[src/rtl/demux64x1_2.sv]
`default_nettype none
// ============================================================================
//  Module   : demux64x1_2
//  Purpose  : Routes a 64-bit valid/ready stream to one of two output streams,
//             each buffered by its own DEPTH-entry FIFO with a delivery counter.
//  Revision : 1.0  initial release
// ============================================================================
module demux64x1_2 #(
    parameter int DEPTH = 2
) (
    input  logic        clk,
    input  logic        reset_n,
    input  logic [63:0] in_data,
    input  logic        in_sel,
    input  logic        in_valid,
    output logic        in_ready,
    output logic [63:0] out_a_data,
    output logic        out_a_valid,
    input  logic        out_a_ready,
    output logic [63:0] out_b_data,
    output logic        out_b_valid,
    input  logic        out_b_ready,
    output logic [15:0] count_a,
    output logic [15:0] count_b
);

    localparam int AW = $clog2(DEPTH);
    localparam int PW = AW + 1;

    logic [1:0]  w_full;
    logic [1:0]  w_empty;
    logic [1:0]  w_push;
    logic [1:0]  w_pop;
    logic [1:0]  w_out_ready;
    logic        w_accept;
    logic [63:0] w_head  [2];
    logic [15:0] w_count [2];

    // Ready looks only at the addressed FIFO's fullness, never at the sinks.
    assign in_ready    = ~w_full[in_sel];
    assign w_accept    = in_valid & in_ready;
    assign w_push[0]   = w_accept & ~in_sel;
    assign w_push[1]   = w_accept &  in_sel;
    assign w_out_ready = {out_b_ready, out_a_ready};

    generate
        for (genvar p = 0; p < 2; p++) begin : g_port
            logic [PW-1:0] r_wr_ptr;
            logic [PW-1:0] r_rd_ptr;
            logic [15:0]   r_count;
            logic [63:0]   r_mem [DEPTH];

            assign w_empty[p] = (r_wr_ptr == r_rd_ptr);
            assign w_full[p]  = (r_wr_ptr[AW] != r_rd_ptr[AW]) &&
                                (r_wr_ptr[AW-1:0] == r_rd_ptr[AW-1:0]);
            assign w_pop[p]   = ~w_empty[p] & w_out_ready[p];
            assign w_head[p]  = r_mem[r_rd_ptr[AW-1:0]];
            assign w_count[p] = r_count;

            always_ff @(posedge clk or negedge reset_n) begin
                if (!reset_n) begin
                    r_wr_ptr <= '0;
                    r_rd_ptr <= '0;
                    r_count  <= '0;
                end else begin
                    if (w_push[p]) begin
                        r_wr_ptr <= r_wr_ptr + PW'(1);
                    end
                    if (w_pop[p]) begin
                        r_rd_ptr <= r_rd_ptr + PW'(1);
                        r_count  <= r_count + 16'd1;
                    end
                end
            end

            // Storage needs no reset: contents are only visible behind valid.
            always_ff @(posedge clk) begin
                if (w_push[p]) begin
                    r_mem[r_wr_ptr[AW-1:0]] <= in_data;
                end
            end
        end
    endgenerate

    assign out_a_data  = w_head[0];
    assign out_a_valid = ~w_empty[0];
    assign out_b_data  = w_head[1];
    assign out_b_valid = ~w_empty[1];
    assign count_a     = w_count[0];
    assign count_b     = w_count[1];

endmodule
`default_nettype wire

[config.mk]
export PLATFORM = sky130hd
export DESIGN_NAME = demux64x1_2
export DESIGN_NICKNAME = d
export VERILOG_FILES = /design/src/rtl/demux64x1_2.sv
export SDC_FILE = /design/constraint.sdc
export NUM_CORES = 1
export LEC_CHECK = 0
export CAP_MARGIN = 30
export CELL_PAD_IN_SITES_DETAIL_PLACEMENT = 1
export CELL_PAD_IN_SITES_GLOBAL_PLACEMENT = 1
export CORE_MARGIN = 8
export CORE_UTILIZATION = 40
export DETAILED_ROUTE_END_ITERATION = 12
export MAX_ROUTING_LAYER = met4
export PLACE_DENSITY_LB_ADDON = 0.1
export SLEW_MARGIN = 20
export SYNTH_ARGS = -nofsm -noshare
export SYNTH_HDL_FRONTEND = slang
export SYNTH_SLANG_ARGS = --single-unit
[constraint.sdc]
create_clock -name clk -period 5.01 [get_ports clk]
set_input_delay 1.002 -clock clk [delete_from_list [all_inputs] [get_ports clk]]
set_output_delay 1.002 -clock clk [all_outputs]
set_load 0.03 [all_outputs]
Yosys cells after proc, flatten, opt, wreduce, memory -nomap -nowiden --
Memory sizes are Yosys's and may differ from the RTL's. Cells that the tools add are included.
Operators by class: order comparisons 1, add/subtract/negate cells 6, bitwise logic cells 9, multiplexer cells 6, reductions and logical operators 2, equal/unequal tests 6
Operators by type and width (number):
- $add 16x1->16 const B | 2
- $add 2x1->2 const B | 4
- $mux 1 | 6
- $and 1x1->1 | 5
- $eq 2x2->1 | 2
- $not 1->1 | 4
- $eq 1x1->1 | 2
- $logic_and 1x1->1 | 2
- $lt 1x2->1 const B | 1
- $ne 1x1->1 | 2
Word-level totals: bits of input ports 70, memories 2, output and inout port bits 163, word-level logic and storage cells 38, RAM bits 256, register bits after elaboration 40
Memories:
- g_port[0].r_mem | depth 2, bits a word 64, read ports 1, clocked after memory_dff 0, wr ports 1, RTL line 51 | logic [63:0] r_mem [DEPTH];
- g_port[1].r_mem | depth 2, bits a word 64, read ports 1, clocked after memory_dff 0, wr ports 1, RTL line 51

Longest topological paths before layout --
Gate-level depths: netlist (run 1).
depth in word-level cells 9, mapped depth 5, gate-level depth less buffers 5

Least setup slack after synthesis (run 1) --
OpenSTA, ideal clock, no wires.
path type input-to-reg, from input in_valid, to memory g_port[1].r_mem[0][0], enable pin, data required time 4.517 ns, data arrival time 4.111 ns, setup time 0.493 ns, buffers on the path 0, stages on the path 3, path slack 0.405 ns, path through nand2_1 a21oi_1 nor2b_1
On the way: cells in the longest elaborated chain, start to end 4
RTL lines:
- start, declared | RTL line 15 | input logic in_valid,
- $and 1x1->1 | RTL line 41 | assign w_accept = in_valid & in_ready;
- $and 1x1->1 | RTL line 43 | assign w_push[1] = w_accept & in_sel;
- $mux 1 | RTL line 78 | if (w_push[p]) begin
- $mux 1 (not written as such) | RTL line 79 | r_mem[r_wr_ptr[AW-1:0]] <= in_data;
- end, declared | RTL line 51
Every way passes these cells.

Final worst setup path (run 1) --
from register g_port[0].r_rd_ptr[0], to output out_a_data[38]
On the way: cells in the longest elaborated chain, start to end 1
RTL lines:
- start, declared | RTL line 49 | logic [PW-1:0] r_rd_ptr;
- start signal, assigned | RTL line 70 | r_rd_ptr <= r_rd_ptr + PW'(1);
- $mem_v2 2x64
- end, declared | RTL line 17 | output logic [63:0] out_a_data,
Every way passes these cells.

==> impl_metrics.ini, run 1 <==
[power_and_ir_drop]
pwr-share-comb_pct = 36.8
p_leak_nw = 5.138
seq_power_share_pct = 38.8
p_per_area_nw_per_um2 = 608.5
p_switching_w = 0.003108
pwr-share-clk_pct = 24.4
swShare_pct = 34.35
peakVddDrop_mv = 0.3394
internal-power_w = 0.005938

[floorplan]
die_x_um = 182.1
core_um2 = 27480
start_util_pct = 40.17
floorplan.die_area_um2 = 33160
ios = 233
core.rowCount = 61
die_h_um = 182.1

[place]
dp_hpwl_mm = 17.20
place_congestion = 0.7560
io_buffers = 232

[synth]
synth_cells = 557
synth_top_area_share_pct = 69.65
syn_nets = 629
synth_compound_gate_area_share_pct = 0.6462
mappedNetlistArea_um2 = 11040
synthXorXnorAreaFrac_pct = 3.639
synth_seq_area_share_pct = 78.72
synth_area_leaders = edfxtp_1 70%, mux2_2 13%, dfrtp_1 9.1%
synth-simple-area-share_pct = 2.755
muxShareOfSynthArea_pct = 13.26
yosysWarningCount = 0
synth_top_family_by_area = multiplexers
synthAdderAreaFrac_pct = 0.2267
synth-seq-cells = 296
synth_cell_types = 31
postSynthAreaPerCell_um2 = 19.81
yosys.area.top_type = edfxtp_1

[sta]
timing.fmax_mhz = 258.1
fin_worst_skew_ns = 0.007230
maxSlewHeadroom_pct = 39.17
hold_violations = 0
timing.setup.tns_ns = 0
post-route-period-util_pct = 77.34
period_needed_ns = 3.875
grt_setup_unrepaired = no
worst_slew_pin_slew_ns = 0.9124
finalSetupViolCount = 0
drv_slew = 0

[clocking]
cts_tree = done
cts.htree.levels = 1
cts.reportedPaths.clkPinSlew_ns = 0.06
cts_resized = 0
clockRootBuffer = clkbuf_16
numCtsBuffers = 31
hold_buffers = 0
insertion_delay_ns = 0.54
post_cts_buffers = 0
clkSinkCount = 296
clock_path_buffers = 3

[run_status]
status = completed

[detailed_routing]
drt_iter0_markers = 274
wl_per_cell_um = 21.89
via_per_inst = 4.950
dr.pass1.iters = 4
ant_nets = 0
dr_total_vias = 5871
totalWireLength_mm = 25.96
drc = 0

[finish]
final_util_pct = 54.11
final_common_cell = edfxtp_1
nets = 886
synthToLayoutAreaGrowth_pct = 34.70
final_cell_mix = 256 x edfxtp_1, 231 x clkdlybuf4s50_1, 129 x mux2_2
layout-drive-gt1-share_pct = 22.91

[worst_setup_path]
path_cells = buf_4 -> mux2_2 -> clkdlybuf4s50_1
critPathLaunchType = flop
critPathKind = reg -> out
crit_slowest_cell = dfrtp_4
crit_fanout = 42
required_ns = 4.01
worstPathArrival_ns = 2.87
cp-end-kind = primary output
slowest_delay_ns = 0.82
reg2reg_slack_ns = 2.13

[grt]
grt_max_degree = 65
grt_pass1_vias = 6662
grt_pass1_wl_mm = 39.75
antenna_found_initial = 2
grt_overflow_total = 0
grt_util_all_layers_pct = 15.86

[worst_hold_path]
hp-class = in -> async

[run]
drv_cap = 0
## critical path, delay by kind of cell (launching register included)
family | cells | cell delay [ns]
DFF | 1 | 0.82
muxes | 1 | 0.38
buffers and inverters | 2 | 1.09
## logic make-up after synthesis
logic type | after synthesis
mux | 130
fa+ha+maj | 2
simple gates | 57
buf+inv | 18
xor+xnor | 45
flops | 296
compound gates | 9
## per-stage QoR
step                      hold slack (ns)  power (W)  instance area, µm²  setup WS [ns]  instances
after global routing               0.3895   0.009447               14870         0.9661       1186
after floorplan                    0.4977   0.005496               11040         0.4053        557
after detailed placement           0.4758   0.006944               13840          1.549       1125
after CTS                          0.4874   0.009189               14820          1.037       1182
after global placement             0.4605   0.006878               13780          1.553       1123
final                              0.3807   0.009046               14870          1.135       1186
## routing by layer
layer | vias to the layer above | GRT usage, % | part of all wire, %
met2 | 180 | 26.04 | 49
met1 | 2986 | 19.99 | 44
li1 | 2671 | - | -
met4 | 0 | 3.411 | 1.6
met5 | - | - | 0
met3 | 34 | 3.579 | 5.4
## cell usage after synthesis
cell type / n
nand4b_1: 1
and3_1: 7
a31oi_1: 1
nand2_1: 13
buf_2: 11
ha_1: 2
clkbuf_1: 5
a21bo_2: 1
xnor2_2: 1
xnor2_1: 28
o21ai_1: 1
mux2_2: 129
nor2b_1: 1
nand4_1: 7
nor3_1: 2
and2_1: 1
a21boi_2: 1
nor2_1: 6
clkbuf_2: 1
and4_1: 4
edfxtp_1: 256
nor4_1: 1
nand3_1: 13
a211oi_2: 1
inv_1: 1
mux2_1: 1
o2111a_1: 1
xor2_1: 16
a21oi_1: 3
nand3b_1: 1
dfrtp_1: 40
## worst paths after layout
kind / startpoint / to / cells after the start
hold reg to reg: count_a[15] / count_a[15] / 1
min in group clk: count_a[15] / count_a[15] / 1
setup reg to reg: g_port[1].r_rd_ptr[0] / g_port[1].r_mem[0][38] / 5
max in group asynchronous: reset_n / g_port[1].r_rd_ptr[0] / 2
setup / recovery: g_port[0].r_rd_ptr[0] / out_a_data[38] / 3
hold / removal: reset_n / count_a[9] / 1
## cell type report
class                   count  area, µm²
clock inverters            14      142.6
diodes                      2      5.005
inverters                   1      3.754
multi-input cells         243       2283
clock buffers              43      840.8
flip-flops and latches    296       8696
fillers                  2489      12610
repair buffers            241       2462
well taps                 346      432.9
## power by group through the flow
stage / Clock [W] / Sequential (W) / Combinational, W
final: 0.00220 / 0.00351 / 0.00333
after global routing: 0.00236 / 0.00358 / 0.00351
after CTS: 0.00227 / 0.00354 / 0.00338
after detailed placement: 0 / 0.00359 / 0.00336
after global placement: 0 / 0.00357 / 0.00331
after floorplan: 0 / 0.00346 / 0.00204
## state kept, by name, summed over array words and instances, names as in the netlist
signal,cells
count_a,16
count_b,16
g_port.r_wr_ptr,4
g_port.r_mem,256
g_port.r_rd_ptr,4
Power figures use the tool's default switching activity.
==> run 2, diff against run 1 <==
==> constraint.sdc (replaced) <==
create_clock -name clk -period 4 [get_ports clk]
set_input_delay 0.8 -clock clk [delete_from_list [all_inputs] [get_ports clk]]
set_output_delay 0.8 -clock clk [all_outputs]
set_load 0.03 [all_outputs]
==> run 2 against run 1 <==
First-iteration DRC count grew 11%. Via count increased by 1.3%. Total power grew 27%. Critical path depth unchanged. Highest routed layer unchanged.
==> impl_metrics.ini, run 2 (synthesized netlist as in run 1, its figures left out) <==
[worst_setup_path]
worstPathArrival_ns = 2.73
required_ns = 3.20
crit_slowest_cell = dfrtp_4
critPathKind = reg -> out
path_buf_inv = 2
cp-end-kind = primary output
path_cells = buf_4 -> mux2_2 -> clkdlybuf4s50_1
critPathLaunchType = flop
slowest_delay_ns = 0.90
crit_fanout = 48
crit_family = buffers and inverters

[sta]
timing.fmax_mhz = 283.0
post-route-period-util_pct = 88.33
whs_ns = 0.1678
drv_slew = 0
finalSetupViolCount = 0
timing.setup.tns_ns = 0
worst_slew_pin_slew_ns = 0.7381
period_needed_ns = 3.533
grt_setup_unrepaired = no
maxSlewHeadroom_pct = 50.79
hold_violations = 0
fin_worst_skew_ns = 0.01075

[worst_hold_path]
hp-class = in -> async

[finish]
nets = 889
final_common_cell = edfxtp_1
layout-drive-gt1-share_pct = 22.65
final_cell_mix = 256 x edfxtp_1, 231 x clkdlybuf4s50_1, 129 x mux2_2
synthToLayoutAreaGrowth_pct = 35.09
largest_reg_flops = 256
final_util_pct = 54.26

[detailed_routing]
dr_total_vias = 5949
wl_per_cell_um = 22.58
dr.pass1.iters = 4
drc = 0
via_per_inst = 5.016
totalWireLength_mm = 26.78
ant_nets = 0
drt_iter0_markers = 305

[grt]
antenna_found_initial = 1
grt_util_all_layers_pct = 16.63
grt_max_degree = 65
grt_pass1_wl_mm = 41.10
grt_overflow_total = 0
grt_pass1_vias = 6888

[clocking]
numCtsBuffers = 34
clock_path_buffers = 3
clockRootBuffer = clkbuf_16
cts_resized = 0
cts_tree = done
cts.htree.levels = 2
hold_buffers = 0
clkSinkCount = 296
post_cts_buffers = 0
insertion_delay_ns = 0.50
cts.reportedPaths.clkPinSlew_ns = 0.05

[floorplan]
die_x_um = 182.1
die_h_um = 182.1
core_um2 = 27480
ios = 233
floorplan.die_area_um2 = 33160
core.rowCount = 61
start_util_pct = 40.17

[run]
drv_cap = 0

[place]
dp_hpwl_mm = 17.19
place_congestion = 0.8177
io_buffers = 232

[power_and_ir_drop]
p_leak_nw = 5.159
peakVddDrop_mv = 0.4353
p_per_area_nw_per_um2 = 771.2

[run_status]
status = completed
==> run 2: worst reg2reg max path, stage by stage, from the launching register on <==
cell and delay, ns:
dfrtp_4 0.90, xnor2_2 0.28, a21oi_1 0.36, and2_4 0.54, buf_12 0.34
==> run 2: path summary, 6_finish.rpt <==
kind / from / end / slack, ns / cells past startpoint
worst max-delay path: g_port[1].r_rd_ptr[0] / out_b_data[18] / 0.47 / 3
worst min-delay path: reset_n / count_a[3] / 0.17 / 1
worst max register to register: g_port[1].r_rd_ptr[0] / g_port[1].r_mem[1][17] / 1.25 / 4
worst min register to register: count_b[15] / count_b[15] / 0.48 / 1
max in group asynchronous: reset_n / g_port[1].r_rd_ptr[0] / 3.37 / 2
min in group clk: count_b[15] / count_b[15] / 0.48 / 1
==> run 2: layer usage <==
metal / part of all wire [%] / GRT usage (%) / up-vias
met4: 1.9 / 4.198 / 0
li1: - / - / 2671
met1: 41 / 18.99 / 3060
met5: 0 / - / -
met2: 49 / 28.19 / 182
met3: 7.3 / 5.269 / 36
==> run 2: report_power, final <==
group	internal (W)	total (W)	switching, W	leakage (nW)
combinational	0.00183	0.00423	0.00240	1.80
clock	0.00176	0.00289	0.00113	0.507
sequential	0.00396	0.00438	0.000412	2.85
==> run 2: through the flow <==
stage          cell area, µm²  std cells  total power, W  setup slack, ns
2_1_floorplan           11040        557        0.006875           0.8134
5_1_grt                 14910       1186         0.01203           0.2990
3_3_place_gp            13840       1126        0.008667           0.9469
3_5_place_dp            13840       1126        0.008735           0.9433
4_1_cts                 14890       1184         0.01170           0.3898
6_report                14910       1186         0.01150           0.4668
==> run 2: layout make-up <==
cell class | count | area (µm²)
multi-input combinational | 243 | 2283
inverter | 1 | 3.754
antenna | 1 | 2.502
fill | 2489 | 12570
sequential | 296 | 8696
clock inverter | 8 | 58.81
clock buffer | 50 | 984.7
tap | 346 | 432.9
timing repair buffer | 241 | 2447
==> run 3, diff against run 2 <==
--- a/config.mk
+++ b/config.mk
@@ -10,6 +10,7 @@
 export CELL_PAD_IN_SITES_GLOBAL_PLACEMENT = 1
 export CORE_MARGIN = 8
 export CORE_UTILIZATION = 40
+export CTS_CLUSTER_DIAMETER = 80
 export DETAILED_ROUTE_END_ITERATION = 12
 export MAX_ROUTING_LAYER = met4
 export PLACE_DENSITY_LB_ADDON = 0.1
==> results of run 3 <==
No change in the layout: final DEF, timing and power equal those of run 2.
